**config.mk**
```make
export PLATFORM = sky130hd
export DESIGN_NAME = mips_avalon_master
export DESIGN_NICKNAME = d
export VERILOG_FILES = /design/src/rtl/mips_avalon_pkg.sv /design/src/rtl/mips_avalon_wait_counter.sv /design/src/rtl/mips_avalon_master.sv
export SDC_FILE = /design/constraint.sdc
export NUM_CORES = 1
export LEC_CHECK = 0
export CORE_UTILIZATION = 55
export CTS_CLUSTER_SIZE = 25
export DETAILED_ROUTE_END_ITERATION = 8
export DONT_BUFFER_PORTS = 1
export PLACE_DENSITY_LB_ADDON = 0.08
export SYNTH_ARGS = -nofsm -noshare
export SYNTH_HDL_FRONTEND = slang
export SYNTH_SLANG_ARGS = --single-unit
```
**constraint.sdc**
```tcl
create_clock -name clk -period 1.7 [get_ports clk]
set_input_delay 0.17 -clock clk [delete_from_list [all_inputs] [get_ports clk]]
set_output_delay 0.17 -clock clk [all_outputs]
set_load 0.02 [all_outputs]
```
**src/rtl/mips_avalon_pkg.sv**
```systemverilog
// Shared types and default widths for the MIPS Avalon-MM master bridge.
package mips_avalon_pkg;

   typedef enum logic [1:0] {
      IDLE = 2'd0,
      RD   = 2'd1,
      WR   = 2'd2,
      RESP = 2'd3
   } state_t;

   localparam int DEF_ADDR_WIDTH     = 32;
   localparam int DEF_DATA_WIDTH     = 32;
   localparam int DEF_TIMEOUT_CYCLES = 1024;

endpackage

```
**src/rtl/mips_avalon_wait_counter.sv**
```systemverilog
// Saturating waitrequest-stall counter; expired flags the LIMIT-th consecutive stall cycle.
// Only instantiated when MIPS_AVALON_TIMEOUT_EN is defined.
module mips_avalon_wait_counter #(
   parameter int LIMIT = 1024
) (
   input  logic clk,
   input  logic rst,
   input  logic clear,
   input  logic count_en,
   output logic expired
);

   localparam int CW = $clog2(LIMIT) + 1;
   localparam logic [CW-1:0] LAST = CW'(LIMIT - 1);

   logic [CW-1:0] cnt;

   always_ff @(posedge clk) begin
      if (rst || clear)
         cnt <= '0;
      else if (count_en && cnt != LAST)
         cnt <= cnt + 1'b1;
   end

   // cnt holds the number of stalls already seen, so the current stall is the last allowed one
   assign expired = count_en && (cnt == LAST);

endmodule

```
**src/rtl/mips_avalon_master.sv**
```systemverilog
// Avalon-MM master bridge: one outstanding CPU request turned into a read/write honouring waitrequest.
// Optional stall timeout enabled by defining MIPS_AVALON_TIMEOUT_EN.
module mips_avalon_master
   import mips_avalon_pkg::*;
#(
   parameter int ADDR_WIDTH     = DEF_ADDR_WIDTH,
   parameter int DATA_WIDTH     = DEF_DATA_WIDTH,
   parameter int TIMEOUT_CYCLES = DEF_TIMEOUT_CYCLES
) (
   input  logic                    clk,
   input  logic                    rst,
   input  logic                    req_valid,
   output logic                    req_ready,
   input  logic                    req_write,
   input  logic [ADDR_WIDTH-1:0]   req_addr,
   input  logic [DATA_WIDTH-1:0]   req_wdata,
   input  logic [DATA_WIDTH/8-1:0] req_byteen,
   output logic                    rsp_valid,
   output logic [DATA_WIDTH-1:0]   rsp_rdata,
   output logic                    rsp_err,
   output logic [ADDR_WIDTH-1:0]   address,
   output logic                    read,
   output logic                    write,
   output logic [DATA_WIDTH-1:0]   writedata,
   output logic [DATA_WIDTH/8-1:0] byteenable,
   input  logic                    waitrequest,
   input  logic [DATA_WIDTH-1:0]   readdata
);

   state_t state;
   logic   expired;

`ifdef MIPS_AVALON_TIMEOUT_EN
   logic err_q;

   mips_avalon_wait_counter #(
      .LIMIT(TIMEOUT_CYCLES)
   ) u_wait_counter (
      .clk     (clk),
      .rst     (rst),
      .clear   (state == IDLE),
      .count_en((state == RD || state == WR) && waitrequest),
      .expired (expired)
   );

   assign rsp_err = err_q;
`else
   assign expired = 1'b0;
   assign rsp_err = 1'b0;
`endif

   always_ff @(posedge clk) begin
      if (rst) begin
         state      <= IDLE;
         req_ready  <= 1'b1;
         read       <= 1'b0;
         write      <= 1'b0;
         address    <= '0;
         writedata  <= '0;
         byteenable <= '0;
         rsp_valid  <= 1'b0;
         rsp_rdata  <= '0;
`ifdef MIPS_AVALON_TIMEOUT_EN
         err_q      <= 1'b0;
`endif
      end else begin
         case (state)
            IDLE: begin
               rsp_valid <= 1'b0;
               if (req_valid) begin
                  address    <= req_addr;
                  writedata  <= req_wdata;
                  byteenable <= req_byteen;
                  read       <= !req_write;
                  write      <= req_write;
                  req_ready  <= 1'b0;
                  state      <= req_write ? WR : RD;
               end
            end
            RD, WR: begin
               if (!waitrequest) begin
                  read      <= 1'b0;
                  write     <= 1'b0;
                  rsp_valid <= 1'b1;
                  if (state == RD)
                     rsp_rdata <= readdata;
                  state     <= RESP;
               end else if (expired) begin
                  // abort: rsp_rdata deliberately left untouched
                  read      <= 1'b0;
                  write     <= 1'b0;
                  rsp_valid <= 1'b1;
`ifdef MIPS_AVALON_TIMEOUT_EN
                  err_q     <= 1'b1;
`endif
                  state     <= RESP;
               end
            end
            RESP: begin
               rsp_valid <= 1'b0;
               req_ready <= 1'b1;
`ifdef MIPS_AVALON_TIMEOUT_EN
               err_q     <= 1'b0;
`endif
               state     <= IDLE;
            end
            default: state <= IDLE;
         endcase
      end
   end

endmodule
```
==> impl_metrics.py <==
metrics = {
    "floorplan": {
        "start_util": 0.5705,
        "die_area_um2": 7387,
        "core_um2": 6794,
        "die_x_um": 85.95,
        "boundaryPins": 210,
        "die_y_um": 85.95,
        "rows": 30,
    },
    "critical_path": {
        "rr_endpoint": "rsp_valid",
        "rrSetupSlack_ns": 0.12,
        "critical_path.max_fanout": 6,
        "end_kind": "register",
        "worstSetupPathType": "reg -> reg",
        "reg2regPathDepth": 4,
        "required_ns": 2.00,
        "crit_path_start_kind": "register",
        "r2r-start": "state[1]",
        "critical_path_arrival_ns": 1.88,
    },
    "logic_synthesis": {
        "yosys.area.top_type_share": 0.5474,
        "yosys_register_bits": 106,
        "ys_seq_area_frac": 0.5474,
        "synth_cells": 479,
        "ys.flop_type": "dfxtp_1",
        "synth_area_per_cell_um2": 8.092,
        "yosysTopAreaCell": "dfxtp_1",
        "yosysMostFrequentCell": "nand2_1",
        "yosysWarningCount": 0,
        "syn_area_um2": 3876,
        "synthTopCellsByArea": "dfxtp_1 55%, nand2_1 19%, a21oi_1 12%",
        "synthArstFlopShare": 0,
        "synth_edf_count": 0,
        "synth_cell_types": 27,
        "synthesis.nets": 588,
        "yosys-top-cells-count": "194 x nand2_1, 106 x dfxtp_1, 94 x a21oi_1",
    },
    "timing": {
        "report.final.setup_viol": 0,
        "rsz0062_at_grt": "false",
        "min_period_ns": 1.583,
        "slew_viol_final": 0,
        "setup_slack_ns": 0.1166,
        "hold_viol": 102,
        "timing.setup.tns_ns": 0,
        "skew_ns": 0.01059,
        "whs_ns": -0.1312,
        "min_period_over_period": 0.9314,
        "fmax_ghz": 0.6316,
    },
    "layout": {
        "instances_no_fill": 566,
        "antenna_cells": 0,
        "fin_nets": 574,
        "seqCellArea_um2": 2123,
        "design_area_um2": 4225,
        "layout-drive-gt1-share": 0.1106,
        "syn_to_final_growth_pct": 9.006,
        "num-fill-cells": 604,
        "fin_util": 0.6219,
        "multi_input_area_um2": 1593,
    },
    "cts": {
        "cts_tree": "built",
        "clock_sinks": 106,
        "clock_path_buffers": 2,
        "cts_setup_buffers": 0,
        "clk_pin_slew_worst_paths_ns": 0.10,
        "cts_max_level": 3,
        "cts_hold_buffers": 3,
        "clock_latency_ns": 0.36,
        "cts_made_buffers": 9,
        "cts_root_buf": "clkbuf_8",
    },
    "routing": {
        "antenna_left": 0,
        "drcViolationCount": 0,
        "vias": 2990,
        "wirelength_um": 8593,
        "first_pass_iters": 4,
        "wl_per_cell_um": 15.18,
        "drtIter0Drc": 130,
        "viasPerCell": 5.283,
    },
    "global_routing": {
        "grt_use_met1": 0.2489,
        "grt_util_met3": 0.08373,
        "grtUsageTotal": 0.2242,
        "overflow": 0,
        "grt_max_degree": 109,
        "grt_pass1_wl_um": 13080,
        "antenna_found_initial": 0,
        "use_met2": 0.3824,
        "grt_pass1_vias": 2808,
        "busiest_layer": "met2",
    },
    "power_and_ir_drop": {
        "power_switching_w": 0.002775,
        "intPower_w": 0.004605,
        "swShare": 0.3760,
        "p_comb_frac": 0.267,
        "cellPowerDensity_nw_per_um2": 1747,
        "pwr-share-clk": 0.229,
        "seq_power_share": 0.504,
        "peakVddDrop_mv": 0.8773,
        "power_leakage_nw": 1.503,
    },
    "worst_hold_path": {
        "whs_endpoint": "rsp_rdata[20]",
        "hold_start": "rst",
        "min_path_cells": 1,
        "hold_class": "in -> reg",
    },
    "placed_design": {
        "port_buffers": 0,
        "hpwl_um": 5781,
        "placed_area_um2": 3941,
        "gp_congestion": 0.7856,
        "place_ws_ns": 0.04146,
        "dp_cells": 547,
    },
    "job": {
        "cap_violations": 0,
    },
    "outcome": {
        "status": "finished, violations left",
        "violations": "hold timing",
    },
}
## layout make-up
| type | instances | area share |
|---|---|---|
| multi-input cells | 336 | 0.3770 |
| flip-flops and latches | 106 | 0.5025 |
| clock inverters | 7 | 0.02369 |
| clock buffers | 9 | 0.02932 |
| inverters | 2 | 0.001777 |
| repair buffers | 10 | 0.03731 |
| well taps | 96 | 0.02843 |
## cell usage in the layout, fill, tap and decap left out, types with 2 or more instances in the layout
cell type	Yosys	final
nand2_2	10	11
buf_12	0	6
bufinv_16	0	2
inv_6	0	2
ha_4	0	2
nand2_1	194	193
clkbuf_8	0	9
dfxtp_1	106	105
clkinv_4	0	2
a21oi_1	94	93
nor2_1	2	2
a21oi_2	10	11
dlygate4sd3_1	0	3
nand2b_1	6	6
nor2b_1	4	3
ha_1	4	2
inv_2	0	2
## power groups by stage
stage	sequential (W)	clock (W)	combinational, W
floorplan	0.00367	0	0.00149
global placement	0.00376	0	0.00178
detailed placement	0.00378	0	0.00184
CTS	0.00372	0.00173	0.00187
global route	0.00378	0.00183	0.00221
finish	0.00372	0.00169	0.00197
## worst max-delay path: stages (launching register included)
cell and delay, ns:
dfxtp_1 0.38, inv_2 0.09, ha_4 0.29, nor3b_1 0.19
dlygate4sd3_1 0.57
## through the flow
step / hold WS (ns) / power [W]
after floorplan: 0.2969 / 0.005164
after global placement: 0.2462 / 0.005541
after detailed placement: 0.2479 / 0.005619
after CTS: -0.1461 / 0.007323
after global routing: -0.1582 / 0.007816
final: -0.1312 / 0.007381
## layer usage
metal	wire length [um]	vias to the layer above
met5	0	-
met4	144	0
met3	851	15
met2	4152	133
met1	3444	1333
li1	-	1509
## state kept, by name (all words and copies together) (netlist names)
name        cells
rsp_rdata      32
rsp_valid       1
address        32
byteenable      4
writedata      32
state           2
req_ready       1
write           1
read            1
## timing repair
action / CTS / global route
endpoints found under the hold margin: 105 / 102
endpoints found under the setup margin: 0 / 3
resized for setup: 0 / 7
## worst max-delay path by stage
stage,startpoint,endpoint,slack [ns],cells after the start
final,state[1],rsp_valid,0.12,4
after global routing,state[1],req_ready,0.02,6
after CTS,state[0],read,0.001,5
after detailed placement,state[0],read,0.04,5
after global placement,state[0],read,0.09,5
after floorplan,state[0],read,0.11,5
## cell families after synthesis
group / after synthesis / synth area share
and+or+nand+nor: 221 / 0.2308
AOI/OAI and AO/OA: 108 / 0.1517
DFF: 106 / 0.5475
buffers and inverters: 37 / 0.05068
adders and majority gates: 4 / 0.01291
muxes: 2 / 0.005487
other: 1 / 0.0009674
Note: power is estimated with default switching activity, not from simulation.
